**src/rtl/vga_pkg.sv**
```systemverilog
// Shared VGA timing constants, colour type and default palette values.
package vga_pkg;
    localparam int H_VISIBLE = 640;
    localparam int H_FRONT   = 16;
    localparam int H_SYNC    = 96;
    localparam int H_BACK    = 48;
    localparam int H_TOTAL   = 800;
    localparam int V_VISIBLE = 480;
    localparam int V_FRONT   = 10;
    localparam int V_SYNC    = 2;
    localparam int V_BACK    = 33;
    localparam int V_TOTAL   = 525;

    localparam logic [11:0] BG_COLOR          = 12'h9CF;
    localparam logic [11:0] TRANSPARENT_COLOR = 12'hF0F;

    typedef struct packed {
        logic [3:0] r;
        logic [3:0] g;
        logic [3:0] b;
    } rgb_t;
endpackage

```
**src/rtl/vga_sync_delay.sv**
```systemverilog
// DEPTH x WIDTH shift register with async active-high clear to RST_VAL.
module vga_sync_delay #(
    parameter int               DEPTH   = 3,
    parameter int               WIDTH   = 3,
    parameter logic [WIDTH-1:0] RST_VAL = '0
) (
    input  logic             clk_i,
    input  logic             rst_i,
    input  logic [WIDTH-1:0] d_i,
    output logic [WIDTH-1:0] q_o
);
    logic [DEPTH-1:0][WIDTH-1:0] pipe_q;

    always_ff @(posedge clk_i or posedge rst_i) begin
        if (rst_i) begin
            pipe_q <= {DEPTH{RST_VAL}};
        end else begin
            pipe_q[0] <= d_i;
            for (int i = 1; i < DEPTH; i++) pipe_q[i] <= pipe_q[i-1];
        end
    end

    assign q_o = pipe_q[DEPTH-1];
endmodule

```
**src/rtl/vga_sprite_pipe.sv**
```systemverilog
// Pixel stage behind the VGA timer: one ROM-backed sprite over a flat
// background, 3-cycle latency with syncs kept aligned to colour.
module vga_sprite_pipe #(
    parameter int          SPRITE_W          = 32,
    parameter int          SPRITE_H          = 32,
    parameter int          V_VISIBLE         = vga_pkg::V_VISIBLE,
    parameter logic [11:0] BG_COLOR          = vga_pkg::BG_COLOR,
    parameter logic [11:0] TRANSPARENT_COLOR = vga_pkg::TRANSPARENT_COLOR,
    parameter int          ROM_AW            = $clog2(SPRITE_W*SPRITE_H)
) (
    input  logic              clk_i,
    input  logic              rst_i,
    input  logic              hsync_i,
    input  logic              vsync_i,
    input  logic              visible_i,
    input  logic [9:0]        position_x_i,
    input  logic [9:0]        position_y_i,
    input  logic [9:0]        sprite_x_i,
    input  logic [9:0]        sprite_y_i,
    input  logic              sprite_en_i,
    output logic [ROM_AW-1:0] rom_addr_o,
    input  logic [11:0]       rom_data_i,
    output logic              hsync_o,
    output logic              vsync_o,
    output logic [11:0]       rgb_o,
    output logic              frame_done_o
);
    import vga_pkg::*;

    localparam int XB = $clog2(SPRITE_W);
    localparam int YB = ROM_AW - XB;

    logic [9:0]        shadow_x_q, shadow_y_q;
    logic              shadow_en_q;
    logic              frame_done_q;
    logic [ROM_AW-1:0] rom_addr_q, rom_addr_d;
    rgb_t              rgb_q, rgb_d;

    logic        latch;
    logic [10:0] px, py, sx, sy;
    logic        in_box_d;
    logic [XB-1:0] dx;
    logic [YB-1:0] dy;
    logic [1:0]  sync_s3;
    logic        vis_s2, in_box_s2;

    assign latch = (position_y_i == 10'(V_VISIBLE)) && (position_x_i == '0);

    // 11-bit compare so a sprite near the right/bottom edge clips instead of wrapping
    assign px = {1'b0, position_x_i};
    assign py = {1'b0, position_y_i};
    assign sx = {1'b0, shadow_x_q};
    assign sy = {1'b0, shadow_y_q};
    assign in_box_d = shadow_en_q
                   && (px >= sx) && (px < sx + 11'(SPRITE_W))
                   && (py >= sy) && (py < sy + 11'(SPRITE_H));

    // Only the low bits of the offsets matter for the row-major address
    assign dx = position_x_i[XB-1:0] - shadow_x_q[XB-1:0];
    assign dy = position_y_i[YB-1:0] - shadow_y_q[YB-1:0];

    always_comb begin
        rom_addr_d = rom_addr_q;
        if (in_box_d) rom_addr_d = {dy, dx};
    end

    always_comb begin
        rgb_d = BG_COLOR;
        if (!vis_s2)
            rgb_d = '0;
        else if (in_box_s2 && rom_data_i != TRANSPARENT_COLOR)
            rgb_d = rom_data_i;
    end

    always_ff @(posedge clk_i or posedge rst_i) begin
        if (rst_i) begin
            shadow_x_q   <= '0;
            shadow_y_q   <= '0;
            shadow_en_q  <= 1'b0;
            frame_done_q <= 1'b0;
            rom_addr_q   <= '0;
            rgb_q        <= '0;
        end else begin
            frame_done_q <= latch;
            if (latch) begin
                shadow_x_q  <= sprite_x_i;
                shadow_y_q  <= sprite_y_i;
                shadow_en_q <= sprite_en_i;
            end
            rom_addr_q <= rom_addr_d;
            rgb_q      <= rgb_d;
        end
    end

    vga_sync_delay #(.DEPTH(3), .WIDTH(2), .RST_VAL(2'b11)) u_sync (
        .clk_i (clk_i),
        .rst_i (rst_i),
        .d_i   ({hsync_i, vsync_i}),
        .q_o   (sync_s3)
    );

    // visible/in_box only need to reach S2, where the colour mux consumes them
    vga_sync_delay #(.DEPTH(2), .WIDTH(2), .RST_VAL(2'b00)) u_vis (
        .clk_i (clk_i),
        .rst_i (rst_i),
        .d_i   ({visible_i, in_box_d}),
        .q_o   ({vis_s2, in_box_s2})
    );

    assign hsync_o      = sync_s3[1];
    assign vsync_o      = sync_s3[0];
    assign rgb_o        = rgb_q;
    assign rom_addr_o   = rom_addr_q;
    assign frame_done_o = frame_done_q;
endmodule
```
**config.mk**
```make
export PLATFORM = sky130hd
export DESIGN_NAME = vga_sprite_pipe
export DESIGN_NICKNAME = d
export VERILOG_FILES = /design/src/rtl/vga_pkg.sv /design/src/rtl/vga_sync_delay.sv /design/src/rtl/vga_sprite_pipe.sv
export SDC_FILE = /design/constraint.sdc
export NUM_CORES = 1
export LEC_CHECK = 0
export CORE_ASPECT_RATIO = 1.1
export CORE_MARGIN = 2
export CORE_UTILIZATION = 48
export DETAILED_ROUTE_END_ITERATION = 6
export GPL_TIMING_DRIVEN = 0
export PLACE_DENSITY = 0.79
export SYNTH_ARGS = -nofsm -noshare
export SYNTH_HDL_FRONTEND = slang
export SYNTH_HIERARCHICAL = 1
export SYNTH_SLANG_ARGS = --single-unit
export TNS_END_PERCENT = 50
```
**constraint.sdc**
```tcl
create_clock -name clk_i -period 3.8 [get_ports clk_i]
set_clock_uncertainty 0.2 [all_clocks]
set_input_delay 0.76 -clock clk_i [delete_from_list [all_inputs] [get_ports clk_i]]
set_output_delay 0.76 -clock clk_i [all_outputs]
set_load 0.005 [all_outputs]
```
== Word-level counts from Yosys, hierarchy flattened ==
Cells that the tools add are included.
Word-level totals
  register bits: 54
  bits of input ports: 58
  output and inout bits: 25
  word-level logic and storage cells: 32
Cells by class
  add/sub/neg operators: 4
  order comparisons: 4
  eq/ne operators: 2
  muxes and demuxes: 2
  reduce and logical (&&, ||, !) cells: 7
Operators by type and width (number)
  $mux 12: 2
  $add 10x6->11 const B: 2
  $lt 10x11->1: 2
  $ge 10x10->1: 2
  $ne 12x12->1 const B: 1
  $eq 10x9->1 const B: 1
  $logic_not 10->1: 1
  $sub 5x5->5: 2
  $logic_and 1x1->1: 6

== Depth between registers and ports, before layout ==
  depth in word-level cells: 5
  depth in mapped cells: 11

== Cells and area by module ==
Netlist, hierarchy kept.
By module, submodules not included
  vga_sprite_pipe: times used 1, cells each 270, area an instance 2666.3 µm², seq. area each 1101.1 µm²
  vga_sync_delay (u_sync): times used 1, cells each 9, area an instance 176.4 µm², seq. area each 157.7 µm²
  vga_sync_delay (u_vis): times used 1, cells each 7, area an instance 118.9 µm², seq. area each 100.1 µm²

== Worst setup path after synthesis ==
Ideal clock, no wire load.
  path type: input-to-reg
  start point: input position_y_i[0]
  end point: register rom_addr_q[1] (netlist: rom_addr_o[1])
  setup time: 125 ps
  arrival: 2524 ps
  slack: 952 ps
  stages on the path: 10
  path buffers: 1
  path through: inv_1 ha_1 fa_1 nand2b_1 a21oi_1 o2111ai_1 a21oi_1 nand3_1 buf_2 mux2_2
On the way
  longest elaborated chain between the ends: 3
  elaborated cells on any way between the ends: 4
  classes of those cells: order compare: 2; reduce/logical: 2
RTL lines
  start: declaration: RTL line vga_sprite_pipe.sv:17  | input logic [9:0] position_y_i,
  $ge 10x10->1: RTL line vga_sprite_pipe.sv:56  | && (py >= sy) && (py < sy + 11'(SPRITE_H));
  $logic_and 1x1->1: RTL line vga_sprite_pipe.sv:56
  $logic_and 1x1->1 *: RTL line vga_sprite_pipe.sv:56
  end signal: assignment: RTL line vga_sprite_pipe.sv:90  | rom_addr_q <= rom_addr_d;
  end: declaration: RTL line vga_sprite_pipe.sv:36  | logic [ROM_AW-1:0] rom_addr_q, rom_addr_d;
Mark *: on every way between the ends. The rest lies on a longest branch, timed or not.
A chain may end at the register's enable or synchronous reset.

== Worst setup path after layout ==
  start point: input position_y_i[0]
  end point: register rom_addr_q[4] (netlist: rom_addr_o[4])
The elaborated chain is that of the path after synthesis.

==> reports/metrics.yaml <==
cts.repair.resized: 0
timing.hold.ws_ps: 155
synth_edf_count: 0
ant_nets: 0
critical_path.max_fanout: 10
cts-root-buf: "clkbuf_8"
status: "complete, no violations"
path_buf_inv: 3
p_leak_uw: 0.00193
ys_ff_latch: 54
cts_tree: "done"
drv_slew: 0
grt_pass1_wl_um: 11000
core-area_um2: 6080
ctsHoldBuffers: 0
fin_cells: 457
slew_headroom: 0.678
grt_max_degree: 25
num_vias: 2336
rows: 30
drive_above_1_share: 0.0928
cp_slowest_cell: "clkdlybuf4s50_1"
yosysSeqAreaShare: 0.459
netlist_area_um2: 2960
hold_path.class: "reg2reg"
tns_ps: 0
start_kind: "input pin"
io_pins: 83
die_height_um: 86.4
fillCellCount: 499
ys_types: 43
layout.nets: 468
pwr_density_cell_nw_per_um2: 281
ys.flop_type: "dfrtp_1"
yosysTopAreaCell: "dfrtp_1"
synthTopCellsByArea: "dfrtp_1 (41%), ha_1 (14%), dfstp_2 (5.3%)"
dr.first_iter.drc_count: 68
cap_violations: 0
vdd_ir_drop_max_uv: 222
start_util: 0.487
drc_errors: 0
areaGrowthSynthToFinish_pct: 35.7
grt_pass1_vias: 2424
dr.pass1.iters: 4
cp-end-kind: "flip-flop"
slowest_delay_ps: 510
setup_viol: 0
port_buffers: 82
diodes: 0
place_congestion: 0.887
cts_setup_buffers: 0
path_clk_slew_ps: 100
route.detailed.wl_per_inst_um: 14.2
vias_per_cell: 5.11
final_area_um2: 4020
ctsHtreeMaxLevel: 2
required_ps: 3800
path_class: "in2reg"
cts_buffer_depth: 2
place_area_um2: 3900
synth_top_area_frac: 0.406
dp_cells: 449
grt_use_total: 0.204
gr-total-overflow: 0
die_w_um: 78.9
async_flop_share: 1.00
dieArea_um2: 6810
r2r_setup_slack_ps: 1020
clk-insertion-delay-late_ps: 310
fmax_mhz: 305
worstMarginPinSlew_ps: 479
hold_viol: 0
crit_chain: "clkdlybuf4s50_1, inv_1, ha_1, fa_1, nand2b_1, a21oi_1, o2111ai_1, a21oi_1, nand3_1, buf_2, mux2_2"
clkSinkCount: 54
hpwl_um: 5130
path_common_cell: "a21oi_1"
postSynthCellCount: 286
crit_family: "buffers and inverters"
fin_crit_sh: 0.862
wl_um: 6470
cts_made_buffers: 5
yosysWarnings: 6
min_period_ps: 3270
syn_nets: 378
synth_area_per_cell_um2: 10.4
antenna_found_initial: 0
rsz0062_at_grt: "no"
cp_data_arrival_time_ps: 3270
[cell usage in the layout, fill, tap and decap left out, types with 2 or more instances in the layout]
cell type        instances
clkdlybuf4s50_1         82
dfrtp_1                 48
inv_1                   36
ha_1                    32
nand2_1                 28
o21ai_0                 26
a21oi_1                 11
mux2_2                  10
nor2_1                   7
nand3_1                  7
xnor2_1                  7
a21boi_0                 6
dfstp_2                  6
and3_1                   5
clkbuf_8                 5
o21a_1                   4
xor2_1                   4
clkbuf_1                 4
buf_4                    4
o2111ai_1                3
nand4b_1                 3
nor4_1                   3
mux2i_1                  3
nand2b_1                 2
nand3b_1                 2
a41oi_1                  2
buf_2                    2
or4_1                    2
inv_2                    2
fa_1                     2
[path summary, 6_finish.rpt]
path / start / to / depth (start not counted)
min in group asynchronous: rst_i / u_vis/q_o[1] / 2
worst max-delay path: position_y_i[0] / rom_addr_o[4] / 11
worst min register to register: u_vis/pipe_q[1] / u_vis/q_o[1] / 0
worst min-delay path: u_vis/pipe_q[1] / u_vis/q_o[1] / 0
max in group asynchronous: rst_i / shadow_en_q / 3
worst max register to register: shadow_x_q[5] / rom_addr_o[4] / 10
[per-layer routing]
metal	up-vias	routed length (µm)	global-route usage
li1	1162	-	-
met1	1113	2830	0.263
met2	52	3300	0.362
met3	9	239	0.0323
met4	0	102	0.0486
met5	-	0	0
[cell type report]
| class | count | area [µm²] | share of cell area |
|---|---|---|---|
| clock buffer | 5 | 68.8 | 0.0171 |
| sequential | 54 | 1360 | 0.338 |
| multi-input combinational | 184 | 1410 | 0.350 |
| tap | 80 | 100 | 0.0249 |
| timing repair buffer | 83 | 841 | 0.209 |
| clock inverter | 3 | 47.5 | 0.0118 |
| inverter | 38 | 143 | 0.0355 |
| buffer | 10 | 55.1 | 0.0137 |
[flip-flops by register name (all words and copies together), names as in the netlist]
signal,count
frame_done_o,1
u_vis/q_o,2
rom_addr_o,10
shadow_x_q,10
shadow_y_q,10
u_vis/pipe_q,2
u_sync/q_o,2
rgb_o,12
u_sync/pipe_q,4
shadow_en_q,1
[stage by stage]
| stage | util | total power [µW] | setup WS [ps] |
|---|---|---|---|
| global route | 0.661 | 1190 | 335 |
| global placement | 0.638 | 737 | 241 |
| finish | 0.661 | 1130 | 526 |
| CTS | 0.661 | 1140 | 532 |
| floorplan | - | 649 | 952 |
| detailed placement | 0.642 | 744 | 205 |
[worst register-to-register path, cell delays in order, from the launching register on]
cell and delay (ps):
dfrtp_1 420, ha_1 280, inv_1 40, ha_1 330, nand4b_1 100, and3_1 190
a211oi_1 280, a21oi_1 70, nand3_1 120, buf_2 280, mux2_2 370
[power by group]
group	switching (µW)	total (µW)	internal [µW]	leakage [µW]
clock network	196	396	200	0.0000587
logic	57.8	144	86.5	0.00127
registers	2.26	588	585	0.000601
total	256	1130	872	0.00193
[cells by family after synthesis]
group                      count (synthesis)  synth area share
adders and majority gates                 34             0.149
buffers and inverters                     48            0.0667
AOI/OAI and AO/OA                         61             0.133
and+or+nand+nor                           65             0.112
muxes                                     13            0.0482
DFF                                       54             0.459
xor gates and xnor gates                  11            0.0325
[synth_stat cells, drive strengths merged (2+ instances only)]
cell type  count
a21oi         11
nand2b         2
nand4b         3
xor2           4
ha            32
clkbuf         4
a41oi          2
dfrtp         48
fa             2
nand3          7
xnor2          7
o21a           4
nor4           3
dfstp          6
and3           5
buf            6
mux2i          3
a21boi         6
mux2          10
inv           38
nand3b         2
o21ai         26
nand2         28
o2111ai        3
nor2           7
or4            3
Note: power is estimated with default switching activity, not from simulation.
